### src/rtl/edge_window_counter.sv
// ---------------------------------------------------------------------------
// edge_window_counter
//
// Multi-channel gated event counter. It counts rising edges (mode=0) or high
// cycles (mode=1) on CHANNELS input signals over a window of window_len clk
// cycles. At the end of the window it publishes every channel's result at
// once and pulses done.
//
// Optional feature macro: EDGE_WINDOW_COUNTER_SYNC_EN
//   defined     : each sig_in bit goes through a two-flop synchroniser
//                 (sig_in -> s latency 2 clk), safe for asynchronous inputs.
//   not defined : a single register stage (latency 1 clk); sig_in must be
//                 synchronous to clk.
//
// Ports
//   clk        in   reference / sampling clock
//   rst        in   asynchronous active-high reset
//   start      in   measurement request, sampled on posedge clk
//   window_len in   window length N in clk cycles, latched on accepted start
//   mode       in   0 = count rising edges, 1 = count high cycles (latched)
//   sig_in     in   measured signals
//   busy       out  window in progress
//   done       out  one-cycle pulse, counts/overflow updated this cycle
//   counts     out  results, channel i at [i*WIDTH +: WIDTH]
//   overflow   out  channel i saturated during the last window
//   dbg_state  out  current FSM state (0 = IDLE, 1 = COUNT)
//
// Request protocol: start acts as a valid with an implicit ready equal to
// ~busy. A start seen while IDLE is accepted on that edge; a start seen
// while COUNT is dropped (no restart, no queueing). Each accepted start
// yields exactly one done pulse, N+1 edges later (1 edge later for N=0),
// unless reset aborts the window.
// ---------------------------------------------------------------------------
module edge_window_counter #(
   parameter int CHANNELS = 4,
   parameter int WIDTH    = 32,
   parameter int WINDOW_W = 16
) (
   input  logic                      clk,
   input  logic                      rst,
   input  logic                      start,
   input  logic [WINDOW_W-1:0]       window_len,
   input  logic                      mode,
   input  logic [CHANNELS-1:0]       sig_in,
   output logic                      busy,
   output logic                      done,
   output logic [CHANNELS*WIDTH-1:0] counts,
   output logic [CHANNELS-1:0]       overflow,
   output logic                      dbg_state
);

   typedef enum logic {
      S_IDLE  = 1'b0,
      S_COUNT = 1'b1
   } state_t;

   localparam logic [WIDTH-1:0] ACC_MAX = {WIDTH{1'b1}};

   // ------------------------------------------------------------------
   // Input sampling stage
   // ------------------------------------------------------------------
   logic [CHANNELS-1:0] s;
   logic [CHANNELS-1:0] s_prev_q;

`ifdef EDGE_WINDOW_COUNTER_SYNC_EN
   logic [CHANNELS-1:0] sync1_q;
   logic [CHANNELS-1:0] sync2_q;

   always_ff @(posedge clk or posedge rst) begin
      if (rst) begin
         sync1_q <= '0;
         sync2_q <= '0;
      end else begin
         sync1_q <= sig_in;
         sync2_q <= sync1_q;
      end
   end

   assign s = sync2_q;
`else
   logic [CHANNELS-1:0] samp_q;

   always_ff @(posedge clk or posedge rst) begin
      if (rst) begin
         samp_q <= '0;
      end else begin
         samp_q <= sig_in;
      end
   end

   assign s = samp_q;
`endif

   // The previous-sample register runs continuously, so the first cycle of
   // a window already has a valid history for rising-edge detection.
   always_ff @(posedge clk or posedge rst) begin
      if (rst) begin
         s_prev_q <= '0;
      end else begin
         s_prev_q <= s;
      end
   end

   // ------------------------------------------------------------------
   // State
   // ------------------------------------------------------------------
   state_t                            state_q, state_d;
   logic [WINDOW_W-1:0]               rem_q, rem_d;
   logic                              mode_q, mode_d;
   logic                              done_q, done_d;
   logic [CHANNELS-1:0][WIDTH-1:0]    acc_q, acc_d;
   logic [CHANNELS-1:0]               ovf_acc_q, ovf_acc_d;
   logic [CHANNELS-1:0][WIDTH-1:0]    counts_q, counts_d;
   logic [CHANNELS-1:0]               overflow_q, overflow_d;

   // FSM control strobes
   logic clr_acc;    // start of a new window
   logic acc_en;     // accumulate this cycle's events
   logic load_res;   // publish accumulators (including this cycle's events)
   logic zero_res;   // zero-length request: publish all-zero result

   // ------------------------------------------------------------------
   // FSM next-state / control
   // ------------------------------------------------------------------
   always_comb begin
      state_d  = state_q;
      rem_d    = rem_q;
      mode_d   = mode_q;
      done_d   = 1'b0;
      clr_acc  = 1'b0;
      acc_en   = 1'b0;
      load_res = 1'b0;
      zero_res = 1'b0;

      unique case (state_q)
         S_IDLE: begin
            if (start) begin
               if (window_len != '0) begin
                  rem_d   = window_len;
                  mode_d  = mode;
                  clr_acc = 1'b1;
                  state_d = S_COUNT;
               end else begin
                  zero_res = 1'b1;
                  done_d   = 1'b1;
               end
            end
         end

         S_COUNT: begin
            acc_en = 1'b1;
            rem_d  = rem_q - WINDOW_W'(1);
            if (rem_q == WINDOW_W'(1)) begin
               load_res = 1'b1;
               done_d   = 1'b1;
               state_d  = S_IDLE;
            end
         end

         default: begin
            state_d = S_IDLE;
         end
      endcase
   end

   // ------------------------------------------------------------------
   // Per-channel event detection and saturating accumulate
   // ------------------------------------------------------------------
   logic [CHANNELS-1:0]            evt;
   logic [CHANNELS-1:0][WIDTH-1:0] acc_nx;
   logic [CHANNELS-1:0]            ovf_nx;

   always_comb begin
      evt    = '0;
      acc_nx = acc_q;
      ovf_nx = ovf_acc_q;
      for (int i = 0; i < CHANNELS; i++) begin
         evt[i] = mode_q ? s[i] : (s[i] & ~s_prev_q[i]);
         if (evt[i]) begin
            // At full scale the event is lost: hold max and flag overflow.
            if (acc_q[i] == ACC_MAX) begin
               ovf_nx[i] = 1'b1;
            end else begin
               acc_nx[i] = acc_q[i] + WIDTH'(1);
            end
         end
      end
   end

   always_comb begin
      acc_d      = acc_q;
      ovf_acc_d  = ovf_acc_q;
      counts_d   = counts_q;
      overflow_d = overflow_q;

      if (clr_acc) begin
         acc_d     = '0;
         ovf_acc_d = '0;
      end else if (acc_en) begin
         acc_d     = acc_nx;
         ovf_acc_d = ovf_nx;
      end

      if (load_res) begin
         counts_d   = acc_nx;
         overflow_d = ovf_nx;
      end else if (zero_res) begin
         counts_d   = '0;
         overflow_d = '0;
      end
   end

   // ------------------------------------------------------------------
   // Registers
   // ------------------------------------------------------------------
   always_ff @(posedge clk or posedge rst) begin
      if (rst) begin
         state_q    <= S_IDLE;
         rem_q      <= '0;
         mode_q     <= 1'b0;
         done_q     <= 1'b0;
         acc_q      <= '0;
         ovf_acc_q  <= '0;
         counts_q   <= '0;
         overflow_q <= '0;
      end else begin
         state_q    <= state_d;
         rem_q      <= rem_d;
         mode_q     <= mode_d;
         done_q     <= done_d;
         acc_q      <= acc_d;
         ovf_acc_q  <= ovf_acc_d;
         counts_q   <= counts_d;
         overflow_q <= overflow_d;
      end
   end

   // ------------------------------------------------------------------
   // Outputs
   // ------------------------------------------------------------------
   assign busy      = (state_q == S_COUNT);
   assign done      = done_q;
   assign counts    = counts_q;
   assign overflow  = overflow_q;
   assign dbg_state = state_q;

endmodule

### config.mk
export PLATFORM = sky130hd
export DESIGN_NAME = edge_window_counter
export DESIGN_NICKNAME = d
export VERILOG_FILES = /design/src/rtl/edge_window_counter.sv
export SDC_FILE = /design/constraint.sdc
export NUM_CORES = 1
export LEC_CHECK = 0
export ABC_AREA = 1
export BUFFER_PORTS_ARGS = -buffer_cell sky130_fd_sc_hd__buf_2
export CORE_ASPECT_RATIO = 1.25
export CORE_MARGIN = 3
export CORE_UTILIZATION = 33
export CTS_BUF_LIST = sky130_fd_sc_hd__clkbuf_8
export CTS_CLUSTER_DIAMETER = 50
export DETAILED_ROUTE_END_ITERATION = 10
export MAX_ROUTING_LAYER = met4
export PLACE_DENSITY = 0.49
export SLEW_MARGIN = 20
export SYNTH_ARGS = -nofsm -noshare
export SYNTH_HDL_FRONTEND = slang
export SYNTH_SLANG_ARGS = --single-unit
### constraint.sdc
create_clock -name clk -period 18.31 [get_ports clk]
set_input_delay 0.9155 -clock clk [delete_from_list [all_inputs] [get_ports clk]]
set_output_delay 0.9155 -clock clk [all_outputs]
set_load 0.1 [all_outputs]
==> results_dict.tcl, run 1 <==
set metrics [dict create \
    syn_area_um2 17400 \
    min_path_type "primary input to asynchronous set/reset pin" \
    port_buffers 158 \
    p_leak_nw 9.30 \
    drt_wl_total_mm 51.9 \
    clock_skew_ns 0.0295 \
    rsz0062_at_grt "false" \
    fin_crit_ns 3.74 \
    grt_pass1_wl_mm 85.1 \
    final_common_cell "nand2_1" \
    cts-resized-gates 0 \
    finalSetupTns_ns 0 \
    post-route-period-util 0.205 \
    rows 93 \
    grt_max_degree 92 \
    clock_path_buffers 3 \
    cp_max_fo 69 \
    finalSetupViolations 0 \
    postCtsHoldBufs 0 \
    dieArea_um2 55500 \
    start_util 0.336 \
    hold_viol 0 \
    crit_family "buffers and inverters" \
    cpPeakStageDelay_ns 0.75 \
    num_io_pins 159 \
    dp_hpwl_mm 35.9 \
    drc_errors 0 \
    crit_path_end_kind "register" \
    postCtsSetupBuffers 0 \
    cap_violations 0 \
    fmax_mhz 267 \
    n_fill_cell 5586 \
    async_flop_share 1.00 \
    worstPathRequired_ns 18.77 \
    clk_latency_ns 0.63 \
    synth_warnings 0 \
    timing_worst_setup_path_type "register to register" \
    outcome "complete, no violations" \
    ys_seq_area_frac 0.419 \
    slew-limit-headroom 0.355 \
    grt_pass1_vias 15800 \
    ys_types 42 \
    cts_buffers 50 \
    drt_iter0_markers 797 \
    cp_common_cell "buf_4" \
    core_area_um2 51800 \
    fp.dieH_um 263 \
    vias 16400 \
    htreeDepth 2 \
    dieWidth_um 211 \
    synth_edf_count 0 \
    viasPerCell 4.81 \
    place.gp.congestion 0.899 \
    worst_pin_slew_ns 0.967 \
    synth_seq_cells 291 \
    syn_inst 2597 \
    start_kind "register" \
    cp_slowest_cell "dfrtp_4" \
    crit_arrival_ns 4.20 \
    slew_violations 0 \
    gr-total-overflow 0 \
    first_pass_iters 6 \
    track_usage 0.192 \
    peakVddDrop_v 0.0000527 \
    area_delta_synth_final_pct 13.1 \
    root_buffer "clkbuf_8" \
    syn_nets 2627 \
    drive_above_1_share 0.118 \
    path_buf_inv 3 \
    path_clk_slew_ns 0.07 \
    power_density_nw_per_um2 101 \
    clock-sinks 291 \
    nets 2741 \
    final_cell_mix "nand2_1 (1241), nand3_1 (301), dfrtp_1 (290)" \
    cp_cell_sequence "clkinv_1 > nor3_1 > nand4_1 > buf_4 > buf_4 > nand3_1 > o21ai_0" \
    holdWs_ns 0.373 \
    antenna_found_initial 6 \
    postRouteAntennaNets 0 \
    wl_per_cell_um 15.2 \
    cts_tree "done" \
    synth_area_per_cell_um2 6.69 \
    synth_ff_type "dfrtp_1" \
]
## per-stage QoR
stage / total power, mW / util / setup WS, ns / area, um2 / cells
after global placement: 1.37 / 0.359 / 14.12 / 18600 / 3323
final: 2.00 / 0.380 / 14.57 / 19700 / 3419
after floorplan: 1.25 / - / 9.36 / 17400 / 2597
after CTS: 2.03 / 0.379 / 14.48 / 19700 / 3412
after global routing: 2.14 / 0.380 / 14.24 / 19700 / 3417
after detailed placement: 1.37 / 0.359 / 14.51 / 18600 / 3324
## final timing paths
check	from	end	slack, ns	depth (start not counted)
max	busy	counts[1]	14.57	7
min	rst	acc_q[106]	0.37	2
max reg2reg	busy	counts[1]	14.57	7
min reg2reg	s[2]	s_prev_q[2]	0.38	0
max in group asynchronous	rst	acc_q[50]	15.60	4
min in group clk	s[2]	s_prev_q[2]	0.38	0
## layer usage
metal | routed length, um | vias up | GRT usage
met2 | 24700 | 307 | 0.314
met4 | 1350 | 0 | 0.0534
met3 | 2640 | 84 | 0.0382
met1 | 23200 | 7655 | 0.242
li1 | - | 8396 | -
met5 | 0 | - | -
## cell type report
type                       count  area, um2  share of cell area
multi-input combinational   2000       8830               0.449
sequential                   291       7290               0.370
timing repair buffer         174        915              0.0465
clock buffer                  62        853              0.0434
tap                          665        832              0.0423
inverter                     194        736              0.0374
clock inverter                26        199              0.0101
antenna                        7       17.5            0.000891
## logic make-up after synthesis
logic type	count (synthesis)	share of synthesized area
and+or+nand+nor	1891	0.461
buffers and inverters	306	0.0749
DFF	291	0.419
AOI/OAI and AO/OA	72	0.0243
xor gates and xnor gates	31	0.0165
adders and majority gates	6	0.00432
## state kept, by name, summed over array words and instances (netlist names), 4 cells and up
name	flops
s	4
overflow	4
acc_q	128
counts	128
rem_q	16
ovf_acc_q	4
s_prev_q	4
## synthesized netlist by cell type, types with 11 or more instances
cell / count / area, um2
nor2_2: 11 / 68.8
nand2_2: 12 / 75.1
buf_2: 48 / 240
o21ai_0: 40 / 200
nor2_1: 190 / 713
nand4_1: 71 / 444
nor3_1: 14 / 70.1
or2_2: 14 / 87.6
buf_1: 13 / 48.8
xor2_1: 24 / 210
inv_1: 187 / 702
clkbuf_1: 35 / 131
nand2_1: 1241 / 4660
nand3_1: 302 / 1510
dfrtp_1: 291 / 7280
## worst register-to-register path: stages (launching register included)
cell and delay [ns]:
dfrtp_4 0.75, clkinv_1 0.60, nor3_1 0.34, nand4_1 0.60
buf_4 0.53, buf_4 0.43, nand3_1 0.23, o21ai_0 0.11
## report_power, final
part / internal (mW) / total [mW] / switching [mW]
clock: 0.348 / 0.636 / 0.289
combinational: 0.152 / 0.484 / 0.332
sequential: 0.743 / 0.874 / 0.132
(Power assumes the default switching activity.)
==> run 2, diff against run 1 <==
Settings changed: ABC_AREA 1 to 0, PLACE_DENSITY 0.49 to 0.5.
Clock period 18.31 ns to 3.85 ns, I/O delays scaled along.
==> run 2 against run 1 <==
  * Largest power group unchanged
  * Critical endpoint is now counts[6]
  * Highest routed layer unchanged
  * Sequential share of layout area is 6.5 points higher
  * Worst hold slack worse by 0.32 ns
  * Count of clock-buffer cells in the layout is 3 higher
==> results_dict.tcl, run 2 <==
set metrics [dict create \
    start_kind "register" \
    worstPathRequired_ns 4.28 \
    track_usage 0.183 \
    crit_family "simple AND/OR/NAND/NOR gates" \
    vias 11800 \
    crit_arrival_ns 3.46 \
    htreeDepth 2 \
    synth_seq_cells 291 \
    finalNonFillerCells 2286 \
    postRouteAntennaNets 0 \
    finalSetupViolations 0 \
    dp.cells 2176 \
    fp.dieH_um 238 \
    antenna_found_initial 1 \
    min_from "start" \
    slew-limit-headroom 0.364 \
    synth_edf_count 0 \
    final_common_cell "nand2_1" \
    outcome "complete, no violations" \
    drt_wl_total_mm 40.4 \
    final_cell_mix "nand2_1 (303), dfrtp_1 (290), o21ai_0 (200)" \
    syn_nets 1558 \
    setup_ws_ns 0.819 \
    viasPerCell 5.14 \
    r2r_end "counts[6]" \
    root_buffer "clkbuf_8" \
    core_area_um2 42300 \
    drc_errors 0 \
    power_density_nw_per_um2 465 \
    place_area_um2 15500 \
    min_path_type "primary input to register" \
    port_buffers 158 \
    wl_per_cell_um 17.7 \
    clock-sinks 291 \
    drt_iter0_markers 487 \
    yosysMostFrequentCell "nand2_1" \
    reg2regPathDepth 7 \
    r2r-start "rem_q[7]" \
    dieArea_um2 45500 \
    synth_warnings 0 \
    rsz0062_at_grt "false" \
    path_clk_slew_ns 0.06 \
    hold_depth 3 \
    synth_top_cell_by_area "dfrtp_1" \
    finalSetupTns_ns 0 \
    ys_seq_area_frac 0.513 \
    clock_skew_ns 0.0288 \
    grt_pass1_vias 12000 \
    holdWs_ns 0.0574 \
    synth_area_per_cell_um2 9.28 \
    pre_cts_slack_ns 0.775 \
    synth_top_area_frac 0.513 \
    cp_cell_sequence "nor3_2 > nand3_1 > or4b_4 > and2_4 > buf_4 > nand2_1 > o21ai_0" \
    clk_latency_ns 0.60 \
    cp_max_fo 80 \
    num_io_pins 159 \
    hold_end "rem_q[0]" \
    start_util 0.336 \
    cts_buffers 51 \
    cts-resized-gates 0 \
    post-route-period-util 0.787 \
    syn_inst 1528 \
    postCtsHoldBufs 23 \
    gr-total-overflow 0 \
    slew_violations 0 \
    path_buf_inv 1 \
    syn_area_um2 14200 \
    timing_worst_setup_path_type "register to register" \
    final_area_um2 16700 \
    synth_ff_type "dfrtp_1" \
    nets 1723 \
    dp_hpwl_mm 26.6 \
    area_delta_synth_final_pct 18.1 \
    rows 84 \
    n_fill_cell 4349 \
    async_flop_share 1.00 \
    fmax_mhz 330 \
    synthTopCellsByArea "dfrtp_1 (51%), nand2_1 (8.0%), o21ai_0 (7.1%)" \
    grt_pass1_wl_mm 65.5 \
    r2r_slack_ns 0.82 \
    postCtsSetupBuffers 0 \
    synth_common_cells "nand2_1 (303), dfrtp_1 (291), o21ai_0 (200), xnor2_1 (72), nand3_1 (66)" \
    worst_pin_slew_ns 0.955 \
    p_leak_nw 6.88 \
    fin_crit_ns 3.03 \
    cap_violations 0 \
    ys_types 61 \
    grt_max_degree 152 \
    clock_path_buffers 3 \
    hold_viol 0 \
    drive_above_1_share 0.159 \
    dieWidth_um 191 \
    crit_path_end_kind "register" \
    place.gp.congestion 0.841 \
    cts_tree "done" \
    cp_slowest_cell "or4b_4" \
    first_pass_iters 6 \
    peakVddDrop_v 0.000257 \
    cpPeakStageDelay_ns 0.74 \
]
run 2: cell count changes in the layout (fill, tap and decap cells not counted), sizes merged, moves of 27 or more:
cell,before,now
xor2,26,54
nand3,310,66
nand2,1258,303
and3,0,29
nor2,211,42
a31oi,0,27
inv,205,37
xnor2,5,72
o21ai,47,202
o22ai,1,35
run 2: worst max-delay path by stage:
| stage | startpoint | endpoint | depth (start not counted) |
|---|---|---|---|
| 2_1_floorplan | rst | acc_q[0] | 1 |
| 3_3_place_gp | window_len[0] | counts[43] | 8 |
| 3_5_place_dp | window_len[0] | counts[6] | 8 |
| 4_1_cts | rem_q[7] | counts[6] | 7 |
| 5_1_grt | rem_q[7] | counts[5] | 7 |
| 6_report | rem_q[7] | counts[6] | 7 |
run 2: kinds of logic (layout without fill, tap and decap cells):
group	Yosys count	after routing	share of synthesized area
adder cells (fa/ha/maj)	6	6	0.00529
flip-flops	291	291	0.513
AO/OA/AOI/OAI	344	344	0.140
buffers and inverters	112	310	0.0347
multiplexers	13	13	0.00917
other	0	1	0
XOR/XNOR	126	126	0.0778
AND/OR/NAND/NOR	636	636	0.219
run 2: routing by layer:
metal,up-vias,routed length (um),track usage
met1,5672,17400,0.222
met4,0,1120,0.0545
met2,248,19800,0.307
met3,90,2020,0.0367
met5,-,0,-
li1,5743,-,-
run 2: area by class of cell:
type / instances / area (um2) / area share
Inverter: 25 / 100 / 0.00598
Antenna cell: 1 / 2.50 / 0.000149
Clock inverter: 21 / 153 / 0.00912
Clock buffer: 65 / 895 / 0.0534
Tap cell: 559 / 699 / 0.0418
Timing Repair Buffer: 199 / 1180 / 0.0705
Multi-Input combinational cell: 1125 / 6430 / 0.384
Sequential cell: 291 / 7280 / 0.435
run 2: power breakdown:
part	internal, mW	switching [mW]
clock	1.64	1.30
combinational	0.430	0.569
sequential	3.39	0.452
total	5.46	2.32
run 2: tightest hold or removal path: stages:
cell,delay [ns]
buf_2,0.20
a211oi_1,0.10
a21oi_1,0.11
run 2: through the flow:
step / utilization / power [mW]
floorplan: - / 4.53
global placement: 0.366 / 4.84
detailed placement: 0.366 / 4.88
CTS: 0.396 / 7.90
global route: 0.396 / 8.27
finish: 0.396 / 7.79
